## config.mk

```make
export PLATFORM = sky130hd
export DESIGN_NAME = kbd_scan_decoder_flat
export DESIGN_NICKNAME = d
export VERILOG_FILES = /design/src/rtl/kbd_scan_decoder_pkg.sv /design/src/rtl/kbd_scan_decoder_if.sv /design/src/rtl/kbd_scan_decoder_hex7seg.sv /design/src/rtl/kbd_scan_decoder.sv /design/src/flat_wrapper.sv
export SDC_FILE = /design/constraint.sdc
export NUM_CORES = 1
export LEC_CHECK = 0
export ABC_AREA = 1
export BUFFER_PORTS_ARGS = -buffer_cell sky130_fd_sc_hd__buf_2
export CORE_AREA = 2 2 126 104
export CTS_CLUSTER_DIAMETER = 40
export DETAILED_ROUTE_END_ITERATION = 7
export DIE_AREA = 0 0 128 106
export PLACE_DENSITY = 0.7
export SLEW_MARGIN = 0
export SYNTH_ARGS = -nofsm -noshare
export SYNTH_HDL_FRONTEND = slang
export SYNTH_HIERARCHICAL = 1
export SYNTH_SLANG_ARGS = --single-unit
```

## constraint.sdc

```tcl
create_clock -name clk -period 1.9 [get_ports clk]
set_input_delay 0.285 -clock clk [delete_from_list [all_inputs] [get_ports clk]]
set_output_delay 0.285 -clock clk [all_outputs]
set_load 0.02 [all_outputs]
```

## src/rtl/kbd_scan_decoder_pkg.sv

```systemverilog
// Shared types, scan-code constants and the scan-code to ASCII lookup.
// Latency: n/a (declarations and a combinational helper only).
// Backpressure: n/a.
package kbd_pkg;

  typedef enum logic [1:0] {
    ST_IDLE,
    ST_POP,
    ST_PROC
  } state_t;

  localparam logic [7:0] SC_BREAK  = 8'hF0;
  localparam logic [7:0] SC_EXT    = 8'hE0;
  localparam logic [7:0] SC_LSHIFT = 8'h12;
  localparam logic [7:0] SC_RSHIFT = 8'h59;

  localparam logic [7:0] SEG_BLANK = 8'hFF;
  // Pattern of hex digit "0"; seg4/seg5 show this while the count is zero.
  localparam logic [7:0] SEG_ZERO  = 8'h03;

  // Set-2 make code to lowercase ASCII; upper=1 shifts letters to uppercase.
  function automatic logic [7:0] scan_to_ascii(input logic [7:0] code, input logic upper);
    logic [7:0] a;
    a = 8'h00;
    case (code)
      8'h1C: a = 8'h61; 8'h32: a = 8'h62; 8'h21: a = 8'h63; 8'h23: a = 8'h64;
      8'h24: a = 8'h65; 8'h2B: a = 8'h66; 8'h34: a = 8'h67; 8'h33: a = 8'h68;
      8'h43: a = 8'h69; 8'h3B: a = 8'h6A; 8'h42: a = 8'h6B; 8'h4B: a = 8'h6C;
      8'h3A: a = 8'h6D; 8'h31: a = 8'h6E; 8'h44: a = 8'h6F; 8'h4D: a = 8'h70;
      8'h15: a = 8'h71; 8'h2D: a = 8'h72; 8'h1B: a = 8'h73; 8'h2C: a = 8'h74;
      8'h3C: a = 8'h75; 8'h2A: a = 8'h76; 8'h1D: a = 8'h77; 8'h22: a = 8'h78;
      8'h35: a = 8'h79; 8'h1A: a = 8'h7A;
      8'h45: a = 8'h30; 8'h16: a = 8'h31; 8'h1E: a = 8'h32; 8'h26: a = 8'h33;
      8'h25: a = 8'h34; 8'h2E: a = 8'h35; 8'h36: a = 8'h36; 8'h3D: a = 8'h37;
      8'h3E: a = 8'h38; 8'h46: a = 8'h39;
      8'h29: a = 8'h20;
      default: a = 8'h00;
    endcase
    if (upper && (a >= 8'h61) && (a <= 8'h7A)) a = a - 8'h20;
    return a;
  endfunction

endpackage

```

## src/rtl/kbd_scan_decoder_if.sv

```systemverilog
// PS/2 keyboard FIFO link: head byte, non-empty, overflow, and active-low pop.
// Latency: n/a (wires only).
// Backpressure: consumer pops with nextdata_n; producer holds the byte until popped.
interface kbd_scan_decoder_if;
  logic [7:0] ps2_byte;
  logic       ps2_ready;
  logic       ps2_overflow;
  logic       nextdata_n;

  // FIFO side (ps2_keyboard)
  modport master (output ps2_byte, output ps2_ready, output ps2_overflow, input nextdata_n);
  // Decoder side
  modport slave  (input ps2_byte, input ps2_ready, input ps2_overflow, output nextdata_n);
endinterface

```

## src/rtl/kbd_scan_decoder_hex7seg.sv

```systemverilog
// One hex nibble to an active-low seven-segment pattern (bit7=a .. bit1=g, bit0=dp off).
// Latency: combinational.
// Backpressure: none.
module hex7seg (
  input  logic [3:0] nib,
  output logic [7:0] seg
);

  // Segment pattern per nibble value
  always_comb begin
    seg = 8'hFF;
    case (nib)
      4'h0: seg = 8'h03;
      4'h1: seg = 8'h9F;
      4'h2: seg = 8'h25;
      4'h3: seg = 8'h0D;
      4'h4: seg = 8'h99;
      4'h5: seg = 8'h49;
      4'h6: seg = 8'h41;
      4'h7: seg = 8'h1F;
      4'h8: seg = 8'h01;
      4'h9: seg = 8'h09;
      4'hA: seg = 8'h11;
      4'hB: seg = 8'hC1;
      4'hC: seg = 8'h63;
      4'hD: seg = 8'h85;
      4'hE: seg = 8'h61;
      4'hF: seg = 8'h71;
      default: seg = 8'hFF;
    endcase
  end

endmodule

```

## src/rtl/kbd_scan_decoder.sv

```systemverilog
// PS/2 scan-code decoder: make/break/E0/F0 tracking, ASCII, press count, six hex digits.
// Latency: 3 cycles per byte (IDLE latch, POP strobe, PROC decode); segments one cycle later.
// Backpressure: pops only when ps2_ready; one byte in flight. Optional macro KBD_SHIFT_EN.
module kbd_scan_decoder
  import kbd_pkg::*;
#(
  parameter int COUNT_W = 8
) (
  input  logic                clk,
  input  logic                resetn,
  kbd_scan_decoder_if.slave   ps2,
  output logic                key_down,
  output logic [7:0]          scan_code,
  output logic [7:0]          ascii,
  output logic [COUNT_W-1:0]  press_count,
  output logic                ovf_seen,
  output logic [7:0]          seg0,
  output logic [7:0]          seg1,
  output logic [7:0]          seg2,
  output logic [7:0]          seg3,
  output logic [7:0]          seg4,
  output logic [7:0]          seg5
);

  state_t state_q, state_d;
  logic [7:0] byte_r;
  logic       brk_q, ext_q;
  logic       nextdata_q;
  logic       upper;
  logic [7:0] hx0, hx1, hx2, hx3, hx4, hx5;

`ifdef KBD_SHIFT_EN
  logic shift_q;
  logic is_shift;
  assign is_shift = (byte_r == SC_LSHIFT) || (byte_r == SC_RSHIFT);
  assign upper    = shift_q;
`else
  assign upper    = 1'b0;
`endif

  assign ps2.nextdata_n = nextdata_q;

  // FSM state register
  always_ff @(posedge clk or negedge resetn) begin
    if (!resetn) state_q <= ST_IDLE;
    else         state_q <= state_d;
  end

  // FSM next state: one byte walks IDLE -> POP -> PROC -> IDLE
  always_comb begin
    state_d = state_q;
    case (state_q)
      ST_IDLE: if (ps2.ps2_ready) state_d = ST_POP;
      ST_POP:  state_d = ST_PROC;
      ST_PROC: state_d = ST_IDLE;
      default: state_d = ST_IDLE;
    endcase
  end

  // Pop strobe is registered off the next state so it is low exactly while in POP
  always_ff @(posedge clk or negedge resetn) begin
    if (!resetn) nextdata_q <= 1'b1;
    else         nextdata_q <= (state_d != ST_POP);
  end

  // Capture the FIFO head when leaving IDLE; later ready changes are irrelevant
  always_ff @(posedge clk or negedge resetn) begin
    if (!resetn)                                   byte_r <= 8'h00;
    else if ((state_q == ST_IDLE) && ps2.ps2_ready) byte_r <= ps2.ps2_byte;
  end

  // Decode the latched byte once, in PROC
  always_ff @(posedge clk or negedge resetn) begin
    if (!resetn) begin
      brk_q       <= 1'b0;
      ext_q       <= 1'b0;
      key_down    <= 1'b0;
      scan_code   <= 8'h00;
      ascii       <= 8'h00;
      press_count <= '0;
`ifdef KBD_SHIFT_EN
      shift_q     <= 1'b0;
`endif
    end else if (state_q == ST_PROC) begin
      if (byte_r == SC_EXT) begin
        ext_q <= 1'b1;
      end else if (byte_r == SC_BREAK) begin
        brk_q <= 1'b1;
`ifdef KBD_SHIFT_EN
      end else if (is_shift) begin
        // Shift is a modifier only: it never becomes the held key
        shift_q <= ~brk_q;
        brk_q   <= 1'b0;
        ext_q   <= 1'b0;
`endif
      end else if (brk_q) begin
        if (key_down && (byte_r == scan_code)) key_down <= 1'b0;
        brk_q <= 1'b0;
        ext_q <= 1'b0;
      end else begin
        // Same code while held is typematic repeat and leaves everything alone
        if (!(key_down && (byte_r == scan_code))) begin
          key_down    <= 1'b1;
          scan_code   <= byte_r;
          ascii       <= ext_q ? 8'h00 : scan_to_ascii(byte_r, upper);
          press_count <= press_count + COUNT_W'(1);
        end
        ext_q <= 1'b0;
      end
    end
  end

  // Sticky overflow flag, cleared only by reset
  always_ff @(posedge clk or negedge resetn) begin
    if (!resetn) ovf_seen <= 1'b0;
    else         ovf_seen <= ovf_seen | ps2.ps2_overflow;
  end

  hex7seg u_hx0 (.nib(scan_code[3:0]),   .seg(hx0));
  hex7seg u_hx1 (.nib(scan_code[7:4]),   .seg(hx1));
  hex7seg u_hx2 (.nib(ascii[3:0]),       .seg(hx2));
  hex7seg u_hx3 (.nib(ascii[7:4]),       .seg(hx3));
  hex7seg u_hx4 (.nib(press_count[3:0]), .seg(hx4));
  hex7seg u_hx5 (.nib(press_count[7:4]), .seg(hx5));

  // Register the display; key digits blank while no key is held
  always_ff @(posedge clk or negedge resetn) begin
    if (!resetn) begin
      seg0 <= SEG_BLANK;
      seg1 <= SEG_BLANK;
      seg2 <= SEG_BLANK;
      seg3 <= SEG_BLANK;
      seg4 <= SEG_ZERO;
      seg5 <= SEG_ZERO;
    end else begin
      seg0 <= key_down ? hx0 : SEG_BLANK;
      seg1 <= key_down ? hx1 : SEG_BLANK;
      seg2 <= key_down ? hx2 : SEG_BLANK;
      seg3 <= key_down ? hx3 : SEG_BLANK;
      seg4 <= hx4;
      seg5 <= hx5;
    end
  end

endmodule

```

## src/flat_wrapper.sv

```systemverilog
// flat-port wrapper written by rule: the top's interface ports become plain ports
module kbd_scan_decoder_flat import kbd_pkg::*;
#(
  parameter int COUNT_W = 8
)
  (clk, resetn, key_down, scan_code, ascii, press_count, ovf_seen, seg0, seg1, seg2, seg3, seg4, seg5, ps2_ps2_byte, ps2_ps2_ready, ps2_ps2_overflow, ps2_nextdata_n);
  kbd_scan_decoder_if ps2_i ();
  input  logic clk;
  input  logic resetn;
  output logic key_down;
  output logic [7:0] scan_code;
  output logic [7:0] ascii;
  output logic [COUNT_W-1:0] press_count;
  output logic ovf_seen;
  output logic [7:0] seg0;
  output logic [7:0] seg1;
  output logic [7:0] seg2;
  output logic [7:0] seg3;
  output logic [7:0] seg4;
  output logic [7:0] seg5;
  input wire logic [$bits(ps2_i.ps2_byte)-1:0] ps2_ps2_byte;
  input wire logic [$bits(ps2_i.ps2_ready)-1:0] ps2_ps2_ready;
  input wire logic [$bits(ps2_i.ps2_overflow)-1:0] ps2_ps2_overflow;
  output wire logic [$bits(ps2_i.nextdata_n)-1:0] ps2_nextdata_n;
  assign ps2_i.ps2_byte = ps2_ps2_byte;
  assign ps2_i.ps2_ready = ps2_ps2_ready;
  assign ps2_i.ps2_overflow = ps2_ps2_overflow;
  assign ps2_nextdata_n = ps2_i.nextdata_n;
  kbd_scan_decoder #(.COUNT_W(COUNT_W)) u_core (.clk(clk), .resetn(resetn), .ps2(ps2_i), .key_down(key_down), .scan_code(scan_code), .ascii(ascii), .press_count(press_count), .ovf_seen(ovf_seen), .seg0(seg0), .seg1(seg1), .seg2(seg2), .seg3(seg3), .seg4(seg4), .seg5(seg5));
endmodule
```

* Yosys cells after proc, flatten, opt, wreduce, memory -nomap -nowiden
Memories as Yosys holds them, arrays and structs flattened. A register that Yosys moved wholly into a read port is not among the register bits.
Cells that the tools add are included.
** Word-level totals
- Register bits after elaboration :: 87
- ROM bits :: 1568
- Input bits :: 12
- Output and inout bits :: 75
- Word-level logic and storage cells :: 61
- Memories :: 7
** Cells by class
- Add/subtract/negate cells :: 1
- Equal/unequal tests :: 9
- Muxes and demuxes :: 14
- Bitwise operators :: 5
- Reduce and logical (&&, ||, !) cells :: 9
** Memories
- (no name shown) :: depth 128, width 7, rd ports 1, clocked after memory_dff 0, wr ports 0, line kbd_scan_decoder_pkg.sv:25 : case (code)
- (no name shown) :: depth 16, width 7, rd ports 1, clocked after memory_dff 0, wr ports 0, line kbd_scan_decoder_hex7seg.sv:12 : case (nib)
- (no name shown) :: depth 16, width 7, rd ports 1, clocked after memory_dff 0, wr ports 0, line kbd_scan_decoder_hex7seg.sv:12
- (no name shown) :: depth 16, width 7, rd ports 1, clocked after memory_dff 0, wr ports 0, line kbd_scan_decoder_hex7seg.sv:12
- (no name shown) :: depth 16, width 7, rd ports 1, clocked after memory_dff 0, wr ports 0, line kbd_scan_decoder_hex7seg.sv:12
- (no name shown) :: depth 16, width 7, rd ports 1, clocked after memory_dff 1, wr ports 0, line kbd_scan_decoder_hex7seg.sv:12
- 1 more memories
** Operators with widths (count)
- two-way mux 8 bit :: 6
- == test 8 bit (second input constant) :: 2
- AND reduction 5 bit :: 2
- adder 8 x 1 -> 8 bit (second input constant) :: 1
- == test 8 bit :: 1
- two-way mux 1 bit :: 6
- != test 2 x 1 -> 1 bit (second input constant) :: 3
- NOT 1 bit :: 4
- one-hot mux 2 bit (2 select lines) :: 1
- AND reduction 2 bit :: 2
- == test 2 x 1 -> 1 bit (second input constant) :: 1
- == test 2 bit (second input constant) :: 1
- logical AND 1 bit :: 2
- zero test 1 bit :: 2
- zero test 2 bit :: 1
- two-way mux 2 bit :: 1
- != test 2 bit (second input constant) :: 1
- bitwise OR 1 bit :: 1

* Longest topological paths before layout
- Depth in word-level cells :: 4
- Gate-level depth with buffers :: 13
- Mapped depth without buffers :: 13

* Cells and area by module
The synthesis kept the hierarchy.
** Modules (own cells, without submodules)
- kbd_scan_decoder :: instances 1, cells an instance 465, area an instance 3953.8 µm², sequential area each 2198.4 µm²
- hex7seg at u_core.u_hx2 ... :: instances 4, cells an instance 51, area an instance 285.3 µm², sequential area each 0.0 µm²
- hex7seg at u_core.u_hx0 ... :: instances 2, cells an instance 54, area an instance 291.5 µm², sequential area each 0.0 µm²

* Worst setup path before layout
OpenSTA, ideal clock, no wires.
- Kind :: register to register
- Start point :: register u_core.byte_r[5]
- End point :: register u_core.press_count[5]
- Library setup time :: 0.120 ns
- Arrival time :: 1.749 ns
- Required time :: 1.780 ns
- Path slack :: 0.032 ns
- Cell stages (with the launch flop) :: 13
- Buffers on the path :: 2
- Period minus slack after synthesis :: 1.868 ns
- Cells stage by stage :: dfrtp_1 > inv_2 > clkbuf_1 > a22o_1 > nor3_1 > nand3_1 > ha_1 > inv_1 > nor2_4 > nand2_4 > buf_6 > o21ai_1 > nand2_1
** On the way
- Longest elaborated chain between the ends :: 4
- Elaborated cells on any way between the ends :: 8
- Those cells by class :: eq/ne: 3; bitwise: 3; reduce/logical: 2
** Ends and longest elaborated chain
- start: declaration :: line kbd_scan_decoder.sv:26 : logic [7:0] byte_r;
- start signal: assignment :: line kbd_scan_decoder.sv:69 : else if ((state_q == ST_IDLE) && ps2.ps2_ready) byte_r <= ps2.ps2_byte;
- == test 8 bit :: line kbd_scan_decoder.sv:102 : if (!(key_down && (byte_r == scan_code))) begin
- logical AND 1 bit :: line kbd_scan_decoder.sv:102
- NOT 1 bit (no line)
- AND reduction 5 bit (no line) (*)
- end signal: assignment :: line kbd_scan_decoder.sv:106 : press_count <= press_count + COUNT_W'(1);
- end: declaration :: line kbd_scan_decoder.sv:15 : output logic [COUNT_W-1:0] press_count,
Every way passes the cells marked *; elsewhere a longest branch is shown, timed or not.
A chain may end at the register's enable or synchronous reset.

* Worst setup path in the final report
- Start point :: register u_core.byte_r[5]
- End point :: register u_core.scan_code[3]
** On the way
- Longest elaborated chain between the ends :: 4
- Elaborated cells on any way between the ends :: 8
- Those cells by class :: eq/ne: 3; bitwise: 3; reduce/logical: 2
** Ends and longest elaborated chain
- == test 8 bit :: line kbd_scan_decoder.sv:102
- logical AND 1 bit :: line kbd_scan_decoder.sv:102
- NOT 1 bit (no line)
- AND reduction 5 bit (no line) (*)
- end signal: assignment :: line kbd_scan_decoder.sv:104 : scan_code <= byte_r;
- end: declaration :: line kbd_scan_decoder.sv:13 : output logic [7:0] scan_code,
Marked as above.

==> impl_results.md <==
* Status: complete, no violations
* Max FO, Critical Path at 16
* Top-area cell type share of the netlist area at 0.216
* TritonCTS buffer count at 9
* Cell taking the most area after synthesis: dfrtp_1
* Seq/Total Area, Yosys at 0.387
* Clk_lat worst skew at 0.35 ns
* DR vias/cell at 4.68
* Core Area at 12400 um2
* CP max stage cell: dfrtp_1
* Clock sinks at 86
* Clock period minus worst slack at 1.76 ns
* Arr. time, crit path at 2.02 ns
* First-pass GRT wire length at 20.9 mm
* Post-synthesis simple-gate area fraction at 0.312
* Root Driver: clkbuf_16
* Die area at 13600 um2
* Int Power at 5430 uW
* Psw at 4690 uW
* Setup-failing EPs final at 0
* Setup TNS at 0 ns
* Dominant cells by area after synthesis: dfrtp_1 22%, nand2_1 19%, dfstp_2 17%, ha_1 11%, nand3_1 7.8%
* Sw frac at 0.463
* Peak Freq at 0.570 GHz
* Clock power frac at 0.162
* Nets@finish at 932
* Initial antenna violation count at 0
* Multiplexer area fraction after synthesis at 0
* Gpl congestion at 0.934
* Nature of the critical path startpoint: flop
* Fin crit share at 0.924
* # port buffers at 85
* Crit path required time at 2.16 ns
* # H-tree levels at 3
* CP Cell Sequence: inv_2, a22o_1, nor3_1, nand3_1, ha_1, inv_1, nor2_4, nand2_8, buf_12, nand2_1, o21ai_1
* Avg Cell Area, Syn at 7.31 um2
* Combinational Power Share at 0.531
* Synth cell types at 34
* Row Count at 37
* Synth Area in XOR/XNOR at 0.00926
* Worst VDD drop at 0.530 mV
* Crit-path max cell delay at 0.41 ns
* Wire per inst at 11.8 um
* Hold Path Cell Cnt at 2
* Initial Util at 0.458
* Reg clk slew, reported paths at 0.06 ns
* Final Hold Vio Count at 0
* TritonCTS clock tree: yes
* Skew final at 0.00576 ns
* WHS at 0.132 ns
* WL final at 12.2 mm
* Antenna cells at 0
* Drt drc at 0
* RSZ-0062 raised after global routing: no
* Gr ovfl total at 0
* Crit path capture type: flop
* Yosys synthesis warning count at 6
* Largest net degree at the start of global routing at 59
* EDFF count, synth at 0
* Chip width at 128 um
* Hold Path Class: input pin to flop
* GRT Util Overall at 0.190
* Vias in the first global route at 4331
* Clk buf depth at 2
* Cells after synthesis at 777
* Sequential Power Share at 0.307
* Iteration count of the initial detailed-routing pass at 6
* Power Density at 1530 nW/um2
* Post-synthesis compound-gate area fraction at 0.0597
* Max-slew headroom at 0.652
* Slew Limit Fails at 0
* Area Overhead vs Synth at 16.6%
* Antenna-violating nets left at 0
* Die Ht at 106 um
* Asr flop ratio synth at 1.00
* Worst Max-Slew Pin Slew at 0.522 ns
* Layout cells sized above 1 at 0.225
* DRT iter0 DRCs at 496
* Ys flop type: dfrtp_1
* Total chip power at 10100 uW
* Post-synthesis cell area at 5680 um2
* Io pins at 87
* FF+latch count, synth at 86
* Max Cap Viol at 0
* Vias at 4822
* Largest family of logic cells by synthesized area: simple AND/OR/NAND/NOR gates
* Crit Path Class: flop to flop
* Adder-cell share of the synthesized area at 0.112
* Leakage power at 0.00361 uW
* R2R depth at 11
* Hpwl dp at 8.75 mm
[power groups by stage]
stage	clock network, uW	logic, uW	registers (uW)
final	1640	5380	3110
after global routing	1780	6110	3200
after CTS	1690	5310	3120
after detailed placement	0	5280	3150
after global placement	0	5270	3140
after floorplan	0	3120	3880
[synthesized netlist by cell type, drive strengths merged (2+ instances only)]
master  instances
dfrtp          49
xor2            2
a21oi          12
dfstp          37
buf            28
ha             51
nor2           27
nor3            6
or2             2
inv           109
xnor2           4
clkbuf          7
nand2         291
o21ai          49
nand4           2
nand3          90
conb            7
[critical path: cells and delay by family, from the launching register on]
family	cells	cell delay, ns
buffers and inverters	3	0.31
adder cells (fa/ha/maj)	1	0.18
AND/OR/NAND/NOR	5	0.46
AO/OA/AOI/OAI	2	0.30
flip-flops	1	0.41
[cells in the final DEF (no fill, tap or decap), types with 2 or more instances in the layout]
cell type / count
nand2_1: 288
inv_1: 98
nand3_1: 88
buf_2: 84
ha_1: 51
dfrtp_1: 49
dfstp_2: 37
buf_4: 28
o21ai_0: 25
nor2_1: 23
o21ai_1: 20
inv_2: 11
clkbuf_16: 9
a21oi_1: 9
conb_1: 8
xnor2_1: 4
nor3_1: 4
o21ai_2: 4
clkinv_2: 2
xor2_1: 2
or2_2: 2
nand2_2: 2
nand3_2: 2
nor2_4: 2
a21oi_2: 2
nor3_2: 2
nand4_1: 2
buf_12: 2
[metrics by stage]
stage	cell area (um2)	utilization	instances	setup slack [ns]
after CTS	6580	0.530	1028	0.0459
after detailed placement	6290	0.507	1011	0.0637
after global placement	6290	0.507	1011	0.130
after global routing	6620	0.534	1030	0.00684
final	6620	0.534	1030	0.144
after floorplan	5680	-	778	0.0316
[repair_timing]
action	CTS	global route
hold endpoints to repair	1	0
gates resized for setup	0	7
buffers inserted	0	2
endpoints found under the setup margin	0	17
hold buffers	1	0
[layer usage]
layer	vias up	share of wire	global-route usage
met4	0	0.0096	0.0432
met1	2133	0.52	0.287
met3	10	0.055	0.0508
met5	-	0	0
li1	2553	-	-
met2	126	0.41	0.270
[state kept, by name (all words and copies together), names as in the netlist]
| signal | cells |
|---|---|
| u_core/byte_r | 8 |
| u_core/press_count | 8 |
| u_core/scan_code | 8 |
| u_core/seg0 | 8 |
| u_core/seg1 | 8 |
| u_core/seg2 | 8 |
| u_core/seg3 | 8 |
| u_core/seg4 | 8 |
| u_core/seg5 | 8 |
| u_core/ascii | 7 |
| u_core/state_q | 2 |
| u_core/brk_q | 1 |
| u_core/ext_q | 1 |
| u_core/key_down | 1 |
| u_core/ovf_seen | 1 |
| u_core/ps2.nextdata_n | 1 |
[path summary, 6_finish.rpt]
check	start	slack, ns	endpoint
max in group asynchronous	resetn	0.84	u_core/ps2.nextdata_n
min in group asynchronous	resetn	0.40	u_core/ovf_seen
min reg2reg	u_core/ovf_seen	0.46	u_core/ovf_seen
max	u_core/byte_r[5]	0.14	u_core/scan_code[3]
min	ps2_ps2_overflow	0.13	u_core/ovf_seen
max reg2reg	u_core/byte_r[5]	0.14	u_core/scan_code[3]
[cell type report]
cell class	count	area, um2
clock buffers	11	243
clock inverters	5	33.8
fillers	1179	5790
inverters	110	413
multi-input cells	547	2860
flip-flops and latches	86	2200
well taps	156	195
repair buffers	115	681
[cell families after synthesis]
family / after synthesis
buf+inv: 145
flops: 86
xor+xnor: 6
compound gates: 63
fa+ha+maj: 51
simple gates: 419
other cells: 7
Note: power is estimated with default switching activity, not from simulation.
